File: src/rtl/exec_muldiv_pkg.sv
// Shared CPU definitions: operation codes, mul/div FSM states and op groupings.
package exec_muldiv_pkg;

  typedef enum logic [4:0] {
    OP_NOP   = 5'd0,
    OP_ADD   = 5'd1,
    OP_MULT  = 5'd2,
    OP_MULTU = 5'd3,
    OP_MUL   = 5'd4,
    OP_MADD  = 5'd5,
    OP_MADDU = 5'd6,
    OP_MSUB  = 5'd7,
    OP_MSUBU = 5'd8,
    OP_DIV   = 5'd9,
    OP_DIVU  = 5'd10,
    OP_MTHI  = 5'd11,
    OP_MTLO  = 5'd12,
    OP_MFHI  = 5'd13,
    OP_MFLO  = 5'd14
  } oper_t;

  typedef enum logic [2:0] {
    MD_IDLE = 3'd0,
    MD_MUL  = 3'd1,
    MD_DIV  = 3'd2,
    MD_FIX  = 3'd3,
    MD_DONE = 3'd4
  } muldiv_state_t;

  // One-hot op sets, indexed by the oper_t code.
  localparam logic [31:0] MUL_CLASS_OPS = (32'd1 << OP_MULT)  | (32'd1 << OP_MULTU) |
                                          (32'd1 << OP_MUL)   | (32'd1 << OP_MADD)  |
                                          (32'd1 << OP_MADDU) | (32'd1 << OP_MSUB)  |
                                          (32'd1 << OP_MSUBU);
  localparam logic [31:0] DIV_CLASS_OPS = (32'd1 << OP_DIV) | (32'd1 << OP_DIVU);
  localparam logic [31:0] SIGNED_OPS    = (32'd1 << OP_MULT) | (32'd1 << OP_MUL)  |
                                          (32'd1 << OP_MADD) | (32'd1 << OP_MSUB) |
                                          (32'd1 << OP_DIV);
  localparam logic [31:0] ACC_OPS       = (32'd1 << OP_MADD) | (32'd1 << OP_MADDU) |
                                          (32'd1 << OP_MSUB) | (32'd1 << OP_MSUBU);
  localparam logic [31:0] SUB_OPS       = (32'd1 << OP_MSUB) | (32'd1 << OP_MSUBU);

  function automatic logic op_in(input logic [31:0] op_set, input oper_t op);
    return op_set[op];
  endfunction

endpackage

File: src/rtl/exec_muldiv_div_iter.sv
// Unsigned restoring divider core: retires DIV_BITS quotient bits per enabled cycle.
module div_iter #(
  parameter int DATA_WIDTH = 32,
  parameter int DIV_BITS   = 1
) (
  input  logic                  clk,
  input  logic                  rst,
  input  logic                  i_start,
  input  logic                  i_en,
  input  logic [DATA_WIDTH-1:0] i_dividend,
  input  logic [DATA_WIDTH-1:0] i_divisor,
  output logic                  o_last,
  output logic [DATA_WIDTH-1:0] o_quot,
  output logic [DATA_WIDTH-1:0] o_rem
);

  localparam int ITERS = (DATA_WIDTH + DIV_BITS - 1) / DIV_BITS;
  localparam int QW    = ITERS * DIV_BITS;
  localparam int CW    = $clog2(ITERS + 1);

  logic [QW-1:0]         r_quo;
  logic [DATA_WIDTH-1:0] r_rem;
  logic [DATA_WIDTH-1:0] r_div;
  logic [CW-1:0]         r_cnt;

  logic [DATA_WIDTH-1:0] w_rem [0:DIV_BITS];
  logic [QW-1:0]         w_quo [0:DIV_BITS];

  assign w_rem[0] = r_rem;
  assign w_quo[0] = r_quo;

  // Dividend bits shift out of the top of r_quo while quotient bits shift in at the bottom.
  genvar gi;
  generate
    for (gi = 0; gi < DIV_BITS; gi++) begin : g_step
      logic [DATA_WIDTH:0] w_trial;
      logic                w_ge;
      assign w_trial        = {w_rem[gi], w_quo[gi][QW-1]};
      assign w_ge           = (w_trial >= {1'b0, r_div});
      assign w_rem[gi+1]    = w_ge ? DATA_WIDTH'(w_trial - {1'b0, r_div}) : w_trial[DATA_WIDTH-1:0];
      assign w_quo[gi+1]    = {w_quo[gi][QW-2:0], w_ge};
    end
  endgenerate

  always_ff @(posedge clk or negedge rst) begin
    if (!rst) begin
      r_quo <= '0;
      r_rem <= '0;
      r_div <= '0;
      r_cnt <= '0;
    end else if (i_start) begin
      r_quo <= QW'(i_dividend);
      r_rem <= '0;
      r_div <= i_divisor;
      r_cnt <= CW'(ITERS - 1);
    end else if (i_en) begin
      r_quo <= w_quo[DIV_BITS];
      r_rem <= w_rem[DIV_BITS];
      if (r_cnt != '0) r_cnt <= r_cnt - 1'b1;
    end
  end

  assign o_last = (r_cnt == '0);
  assign o_quot = r_quo[DATA_WIDTH-1:0];
  assign o_rem  = r_rem;

endmodule

File: src/rtl/exec_muldiv.sv
// HI/LO multiply-divide execution unit: pipelined multiplier, iterative divider,
// accumulate ops, and commit of the architected {HI,LO} pair.
module exec_muldiv
  import exec_muldiv_pkg::*;
#(
  parameter int DATA_WIDTH = 32,
  parameter int DIV_BITS   = 1,
  parameter int MUL_STAGES = 2
) (
  input  logic                    clk,
  input  logic                    rst,
  input  logic                    flush,
  input  logic                    req_valid,
  output logic                    req_ready,
  input  oper_t                   req_op,
  input  logic [DATA_WIDTH-1:0]   req_reg0,
  input  logic [DATA_WIDTH-1:0]   req_reg1,
  output logic                    resp_valid,
  output logic [DATA_WIDTH-1:0]   resp_mul,
  output logic [2*DATA_WIDTH-1:0] hilo_rddata,
  output logic                    busy
);

  localparam int W  = DATA_WIDTH;
  localparam int W2 = 2 * DATA_WIDTH;

  muldiv_state_t r_state;
  oper_t         r_op;
  logic [W-1:0]  r_a, r_b, r_hi, r_lo;
  logic [W2-1:0] r_acc, r_res;
  logic [2:0]    r_mcnt;
  logic          r_dz, r_q_neg, r_r_neg;

  logic          w_op_mul, w_op_div, w_op_mt, w_accept, w_req_signed;
  logic          w_neg_a, w_neg_b, w_div_start, w_div_last, w_mul_signed;
  logic [W-1:0]  w_abs_a, w_abs_b, w_quot, w_rem, w_q_fix, w_r_fix;
  logic [W2-1:0] w_ma, w_mb, w_prod, w_mul_res;
  logic [W2-1:0] w_stage [0:MUL_STAGES-1];

  assign w_op_mul     = op_in(MUL_CLASS_OPS, req_op);
  assign w_op_div     = op_in(DIV_CLASS_OPS, req_op);
  assign w_op_mt      = (req_op == OP_MTHI) || (req_op == OP_MTLO);
  assign w_accept     = req_valid && (r_state == MD_IDLE) && !flush &&
                        (w_op_mul || w_op_div || w_op_mt);
  assign w_req_signed = op_in(SIGNED_OPS, req_op);
  assign w_neg_a      = w_req_signed & req_reg0[W-1];
  assign w_neg_b      = w_req_signed & req_reg1[W-1];
  assign w_abs_a      = w_neg_a ? -req_reg0 : req_reg0;
  assign w_abs_b      = w_neg_b ? -req_reg1 : req_reg1;
  assign w_div_start  = w_accept && w_op_div && (req_reg1 != '0);

  // Full-width product of extended operands; low 2W bits equal the signed/unsigned product.
  assign w_mul_signed = op_in(SIGNED_OPS, r_op);
  assign w_ma         = {{W{w_mul_signed & r_a[W-1]}}, r_a};
  assign w_mb         = {{W{w_mul_signed & r_b[W-1]}}, r_b};
  assign w_prod       = w_ma * w_mb;
  assign w_stage[0]   = w_prod;

  genvar gi;
  generate
    for (gi = 1; gi < MUL_STAGES; gi++) begin : g_mul_pipe
      logic [W2-1:0] r_pipe;
      always_ff @(posedge clk or negedge rst) begin
        if (!rst) r_pipe <= '0;
        else      r_pipe <= w_stage[gi-1];
      end
      assign w_stage[gi] = r_pipe;
    end
  endgenerate

  assign w_mul_res = op_in(SUB_OPS, r_op) ? (r_acc - w_stage[MUL_STAGES-1])
                                          : (r_acc + w_stage[MUL_STAGES-1]);

  div_iter #(
    .DATA_WIDTH (DATA_WIDTH),
    .DIV_BITS   (DIV_BITS)
  ) u_div_iter (
    .clk        (clk),
    .rst        (rst),
    .i_start    (w_div_start),
    .i_en       (r_state == MD_DIV),
    .i_dividend (w_abs_a),
    .i_divisor  (w_abs_b),
    .o_last     (w_div_last),
    .o_quot     (w_quot),
    .o_rem      (w_rem)
  );

  assign w_q_fix = r_q_neg ? -w_quot : w_quot;
  assign w_r_fix = r_r_neg ? -w_rem  : w_rem;

  always_ff @(posedge clk or negedge rst) begin
    if (!rst) begin
      r_state <= MD_IDLE;
      r_op    <= OP_NOP;
      r_a     <= '0;
      r_b     <= '0;
      r_hi    <= '0;
      r_lo    <= '0;
      r_acc   <= '0;
      r_res   <= '0;
      r_mcnt  <= '0;
      r_dz    <= 1'b0;
      r_q_neg <= 1'b0;
      r_r_neg <= 1'b0;
    end else if (flush) begin
      r_state <= MD_IDLE;
    end else begin
      case (r_state)
        MD_IDLE: begin
          if (w_accept) begin
            r_op    <= req_op;
            r_a     <= req_reg0;
            r_b     <= req_reg1;
            r_acc   <= op_in(ACC_OPS, req_op) ? {r_hi, r_lo} : '0;
            r_mcnt  <= '0;
            r_dz    <= (req_reg1 == '0);
            r_q_neg <= w_neg_a ^ w_neg_b;
            r_r_neg <= w_neg_a;
            if (w_op_mul)                r_state <= MD_MUL;
            else if (!w_op_div)          r_state <= MD_DONE;
            else if (req_reg1 == '0)     r_state <= MD_FIX;
            else                         r_state <= MD_DIV;
          end
        end
        MD_MUL: begin
          if (r_mcnt == 3'(MUL_STAGES - 1)) begin
            r_res   <= w_mul_res;
            r_state <= MD_DONE;
          end else begin
            r_mcnt <= r_mcnt + 3'd1;
          end
        end
        MD_DIV: begin
          if (w_div_last) r_state <= MD_FIX;
        end
        MD_FIX: begin
          r_res   <= r_dz ? {r_a, {W{1'b1}}} : {w_r_fix, w_q_fix};
          r_state <= MD_DONE;
        end
        MD_DONE: begin
          case (r_op)
            OP_MTHI: r_hi <= r_a;
            OP_MTLO: r_lo <= r_a;
            OP_MUL:  ;
            default: {r_hi, r_lo} <= r_res;
          endcase
          r_state <= MD_IDLE;
        end
        default: r_state <= MD_IDLE;
      endcase
    end
  end

  assign req_ready   = (r_state == MD_IDLE);
  assign busy        = (r_state != MD_IDLE);
  assign resp_valid  = (r_state == MD_DONE) && !flush;
  assign resp_mul    = (resp_valid && (r_op == OP_MUL)) ? r_res[W-1:0] : '0;
  assign hilo_rddata = {r_hi, r_lo};

endmodule

File: config.mk
export PLATFORM = sky130hd
export DESIGN_NAME = exec_muldiv
export DESIGN_NICKNAME = d
export VERILOG_FILES = /design/src/rtl/exec_muldiv_pkg.sv /design/src/rtl/exec_muldiv_div_iter.sv /design/src/rtl/exec_muldiv.sv
export SDC_FILE = /design/constraint.sdc
export NUM_CORES = 2
export LEC_CHECK = 0
export BUFFER_PORTS_ARGS = -buffer_cell sky130_fd_sc_hd__buf_2
export CORE_ASPECT_RATIO = 0.75
export CORE_MARGIN = 5
export CORE_UTILIZATION = 45
export CTS_CLUSTER_SIZE = 12
export DETAILED_ROUTE_END_ITERATION = 8
export GPL_TIMING_DRIVEN = 0
export PLACE_DENSITY_LB_ADDON = 0.3
export RECOVER_POWER = 25
export SYNTH_ARGS = -nofsm -noshare
export SYNTH_HDL_FRONTEND = slang
export SYNTH_SLANG_ARGS = --single-unit
File: constraint.sdc
create_clock -name clk -period 15 [get_ports clk]
set_input_delay 2.25 -clock clk [delete_from_list [all_inputs] [get_ports clk]]
set_output_delay 2.25 -clock clk [all_outputs]
set_load 0.005 [all_outputs]
; After elaboration in Yosys (flattened, before gate mapping)
; Memory sizes are Yosys's and may differ from the RTL's.
; Index checks and enable logic that the tools add are counted.
[classes]
n_mul = 1
muxes = 37
n_reduce_logical = 30
eq_ne = 16
add_sub_neg = 9
bitwise_logic = 8
n_lt_le_gt_ge = 3
[ops]
columns = cell, count
row1 = two-way mux 32 bit, 10
row2 = two-way mux 64 bit, 4
row3 = negation 32 bit, 4
row4 = case mux 32 bit (2 select lines), 2
row5 = case mux 64 bit (2 select lines), 1
row6 = adder 64 bit, 1
row7 = multiplier 33 x 33 -> 64 bit, 1
row8 = subtractor 64 bit, 1
row9 = >= comparator 33 x 32 -> 1 bit, 1
row10 = zero test 32 bit, 1
row11 = nonzero test 32 bit, 1
row12 = subtractor 32 bit, 1
row13 = two-way mux 3 bit, 8
row14 = "equality test 5 x 4 -> 1 bit, second input constant", 4
row15 = two-way mux 6 bit, 3
row16 = AND reduction 3 bit, 5
row17 = "< comparator 5 x 6 -> 1 bit, second input constant", 2
row18 = case mux 3 bit (4 select lines), 1
row19 = nonzero test 2 bit, 4
row20 = logical AND 1 bit, 7
row21 = two-way mux 1 bit, 7
row22 = "equality test 3 x 1 -> 1 bit, second input constant", 2
row23 = "equality test 3 x 2 -> 1 bit, second input constant", 2
row24 = zero test 6 bit, 1
row25 = 20 further kinds, 30
[word_totals]
n_memories = 6
word_cells = 127
romBits = 192
register_bits = 436
[mem_list]
columns = name, words, width, read_ports, rd_ports_with_merged_regs, write_ports, line
row1 = (name not given), 32, 1, 1, 0, 0, exec_muldiv_pkg.sv:44  ; return op_set[op];
row2 = (name not given), 32, 1, 1, 0, 0, exec_muldiv_pkg.sv:44
row3 = (name not given), 32, 1, 1, 0, 0, exec_muldiv_pkg.sv:44
row4 = (name not given), 32, 1, 1, 0, 0, exec_muldiv_pkg.sv:44
row5 = (name not given), 32, 1, 1, 0, 0, exec_muldiv_pkg.sv:44
row6 = (name not given), 32, 1, 1, 0, 0, exec_muldiv_pkg.sv:44

; Depth between registers and ports, before layout
[logic_depth]
depth_word = 9
depth_mapped = 36

; Hierarchy
; A second synthesis with hierarchy kept.
[unflattened]
hier_cells = 7331
area_unflattened_um2 = 65317.6
[modules_own_cells]
columns = mod, area_each_um2, instances, cells_each
row1 = exec_muldiv, 58947.8, 1, 6622
row2 = div_iter, 6369.9, 1, 709

; Worst setup path after synthesis
; OpenSTA, ideal clock, no wires.
[synth_timing]
kind = register to register
start = register r_op[1]
end = register g_mul_pipe[1].r_pipe[62]
required_time_ns = 14.920
path_buffers = 2
setup_time_ns = 0.080
slack_ns = 6.029
arrival_ns = 8.891
stages_incl_launch_ff = 33
period_less_slack_ns = 8.971
cell_sequence = dfrtp_1 -> nor2b_1 -> xnor2_1 -> o32a_1 -> nor2_1 -> and2_1 -> clkbuf_1 -> clkbuf_1 -> nand2_1 -> inv_1 -> fa_1 -> fa_1 -> fa_1 -> inv_1 -> fa_1 -> inv_1 -> fa_1 -> fa_1 -> inv_1 -> fa_1 -> inv_1 -> fa_1 -> ha_1 -> a2111oi_0 -> o21ai_0 -> a31o_2 -> a21o_1 -> a31o_2 -> a21oi_1 -> o21a_1 -> o31ai_1 -> a21oi_1 -> xnor2_1
[synth_between]
elab_chain_len = 4
word_cells_on_any_way = 5
cone_classes = mul: 1 / mux: 1 / bitwise: 2 / memory: 1
[synth_lines]
columns = element, line
row1 = "start, declared", exec_muldiv.sv:28  ; oper_t r_op;
row2 = "start signal, assigned", exec_muldiv.sv:112  ; r_op <= req_op;
row3 = memory (32 x 1 bit) *, n/a
row4 = two-way mux 1 bit (not written as such) *, exec_muldiv_pkg.sv:44
row5 = "AND 1 bit, on equally long branches", "exec_muldiv.sv:54, exec_muldiv.sv:55"
row6 = multiplier 33 x 33 -> 64 bit *, exec_muldiv.sv:56  ; assign w_prod = w_ma * w_mb;
row7 = named net w_prod[62], exec_muldiv.sv:37  ; logic [W2-1:0] w_ma, w_mb, w_prod, w_mul_res;
row8 = "end signal, assigned", exec_muldiv.sv:65  ; else r_pipe <= w_stage[gi-1];
row9 = "end, declared", exec_muldiv.sv:62  ; logic [W2-1:0] r_pipe;
; The timed path passes the listed nets; every way through them passes the cells marked *. The select of a mux whose other input is x is not followed.
; A chain may end at the register's enable or synchronous reset.

; Worst setup path in the final report
[layout_timing]
start = register r_op[1]
end = register g_mul_pipe[1].r_pipe[56]
; The elaborated chain is that of the path after synthesis.

==> flow_summary.json <==
{
  "yosys_register_bits": 436,
  "outcome": "finished with violations",
  "crit_path_max_incr_delay_ns": 1.07,
  "placementRows": 120,
  "grt_pass1_wl_mm": 373.4,
  "dr.pass1.iters": 6,
  "violations": "capacitance limit, slew limit",
  "nNetsFinal": 9065,
  "drt_wl_total_mm": 257.0,
  "synth_top_area_share_pct": 35.06,
  "synth_seq_area_share_pct": 16.95,
  "crit_required_ns": 15.38,
  "cts_buffers": 45,
  "reg2reg_from": "r_op[1]$_DFFE_PN0P_",
  "post-cts-setup-buffers": 0,
  "path_clk_slew_ns": 0.07,
  "drive_gt1_share_pct": 3.913,
  "tns_ns": 0,
  "cts_resized": 0,
  "die_area_sq_mm": 0.1508,
  "fin_cells": 9475,
  "place.port_buffers": 170,
  "clkSinkCount": 436,
  "endpoint": "g_mul_pipe[1].r_pipe[56]$_DFF_PN0_",
  "via_per_inst": 5.765,
  "htreeDepth": 2,
  "vias": 54620,
  "root_buffer": "clkbuf_16",
  "worst_r2r_endpoint": "g_mul_pipe[1].r_pipe[56]$_DFF_PN0_",
  "post-dp-hpwl_mm": 212.0,
  "cp_slowest_cell": "a21boi_0",
  "post_drt_wl_per_cell_um": 27.12,
  "worstSetupPathType": "reg2reg",
  "synth_ff_type": "dfrtp_1",
  "syn-num-nets": 8839,
  "clock_path_buffers": 3,
  "maxCapViolCount": 10,
  "fin_crit_sh_pct": 85.66,
  "slew_violations": 401,
  "insertion_delay_ns": 0.62,
  "reg2reg_depth": 30,
  "grt_use_total_pct": 34.17,
  "grt_pass1_vias": 53640,
  "synth_top_family_by_area": "adder cells",
  "globalplace.congestion": 1.020,
  "synth_cell_type_count": 83,
  "crit_start": "r_op[1]$_DFFE_PN0P_",
  "holdWs_ns": 0.4891,
  "grt_max_degree": 111,
  "synth-warning-count": 0,
  "synth-edff-count": 0,
  "drtIter0Drc": 6566,
  "hp-class": "reg2reg",
  "synth_fa_ha_area_share_pct": 41.30,
  "post_synth.cell_area_avg_sq_um": 8.794,
  "io_pins": 172,
  "grt-ovfl-total": 0,
  "die_h_um": 337.5,
  "setup_violations": 0,
  "coreArea_sq_mm": 0.1425,
  "min_period_ns": 12.85,
  "synthArstFlopShare_pct": 100.0,
  "crit_arrival_ns": 13.23,
  "synthTopCellsByArea": "fa_1, dfrtp_1, nand2_1, inv_1, ha_1",
  "crit_path_end_kind": "register",
  "hold_viol": 0,
  "syn_inst": 7318,
  "cts_tree": "done",
  "synth_most_common_cell": "nand2_1",
  "fmax_mhz": 77.82,
  "area_growth_pct": 7.429,
  "synth_xor_xnor_area_share_pct": 4.682,
  "relSlewSlack_pct": -306.8,
  "ctsHoldBuffers": 0,
  "place_inst": 9388,
  "finalClockSkew_ns": 0.03862,
  "critPathLaunchType": "register",
  "synth-simple-area-share_pct": 16.28,
  "ant_nets": 0,
  "worst-path-buf-inv": 6,
  "antenna_found_initial": 34,
  "yosys-top-cells-count": "nand2_1, inv_1, fa_1",
  "syn-cell-area_sq_mm": 0.06435,
  "synth.area.mux_share_pct": 1.371,
  "r2r_setup_slack_ns": 2.15,
  "die_x_um": 446.7,
  "cpLargestDelayFamily": "adder cells",
  "worst_pin_slew_ns": 6.102,
  "fill_cells": 13850,
  "whs_path_depth": 2,
  "synth_compound_area_share_pct": 9.927,
  "drc_errors": 0,
  "initial_utilization_pct": 45.17,
  "crit_path_frequent_cell": "fa_1",
  "path_depth": 30,
  "crit_fanout": 10,
  "rsz0062_at_grt": "false",
  "synth_area_leader_cell": "fa_1"
}
==> how the worst min path moves through the flow <==
stage	start	to	slack (ns)
after detailed placement	r_res[41]$_DFFE_PN0P_	r_res[41]$_DFFE_PN0P_	0.47
after floorplan	r_res[32]$_DFFE_PN0P_	r_res[32]$_DFFE_PN0P_	0.45
after CTS	r_res[41]$_DFFE_PN0P_	r_res[41]$_DFFE_PN0P_	0.49
after global placement	r_res[32]$_DFFE_PN0P_	r_res[32]$_DFFE_PN0P_	0.46
after global routing	r_res[41]$_DFFE_PN0P_	r_res[41]$_DFFE_PN0P_	0.51
final	r_res[46]$_DFFE_PN0P_	r_res[46]$_DFFE_PN0P_	0.49
==> routing by layer <==
layer | track usage [%] | share of wire (%) | wire length [um] | vias to the layer above
met5 | 0.5079 | 0.081 | 207 | -
li1 | - | - | - | 23180
met2 | 46.80 | 40 | 102200 | 3213
met4 | 11.34 | 3.9 | 9958 | 16
met1 | 49.63 | 42 | 109000 | 27760
met3 | 12.73 | 14 | 35600 | 451
==> sequential cells by signal (all words and copies together) (netlist names), 32 cells and up <==
name	count
r_hi	32
r_b	32
u_div_iter.o_quot	32
u_div_iter.r_div	32
u_div_iter.o_rem	32
g_mul_pipe.r_pipe	64
r_res	64
r_lo	32
r_a	32
r_acc	64
==> layout by cell type (no fill, tap or decap), types with 52 or more instances in the layout <==
cell type / Yosys / final
dfrtp_1: 436 / 436
mux2i_1: 87 / 87
fa_1: 1127 / 1127
a21o_1: 95 / 95
o21ai_0: 326 / 326
and2_1: 343 / 341
o31ai_1: 56 / 56
inv_1: 1204 / 1204
nor2_1: 328 / 327
nand2_1: 1343 / 1343
xnor2_1: 186 / 186
nor3_1: 52 / 52
xor2_1: 158 / 158
clkbuf_1: 393 / 393
a21oi_1: 295 / 294
ha_1: 321 / 321
buf_2: 9 / 179
==> final cells by class <==
cell class	instances	area, sq um	area share, %
multi-input cells	5259	47350	68.50
flip-flops and latches	436	10910	15.78
inverters	1204	4519	6.537
well taps	1891	2366	3.422
plain buffers	419	1603	2.318
clock buffers	60	1275	1.844
repair buffers	179	962.2	1.392
clock inverters	8	97.59	0.1412
diodes	19	47.55	0.06877
==> cells by family (layout without fill, tap and decap cells) <==
family | after synthesis | in the layout
buf+inv | 1623 | 1870
compound gates | 1036 | 1036
fa+ha+maj | 1448 | 1448
xor+xnor | 344 | 344
mux | 88 | 88
simple gates | 2343 | 2343
other cells | 0 | 19
flops | 436 | 436
==> tightest hold or removal path, cell delays in order, from the launching register on <==
cell	delay, ns
dfrtp_1	0.35
nand2_1	0.05
o21ai_0	0.06
==> metrics by stage <==
step	utilization [%]	area, sq um	worst slack, ns
5_1_grt	48.49	69100	1.920
4_1_cts	48.54	69170	2.830
2_1_floorplan	-	64350	6.029
3_5_place_dp	47.58	67800	2.860
6_report	48.52	69140	2.151
3_3_place_gp	47.42	67570	1.753
Power is not shown: default switching activity piles up to over one toggle a cycle in this logic, so the estimate is an artifact.
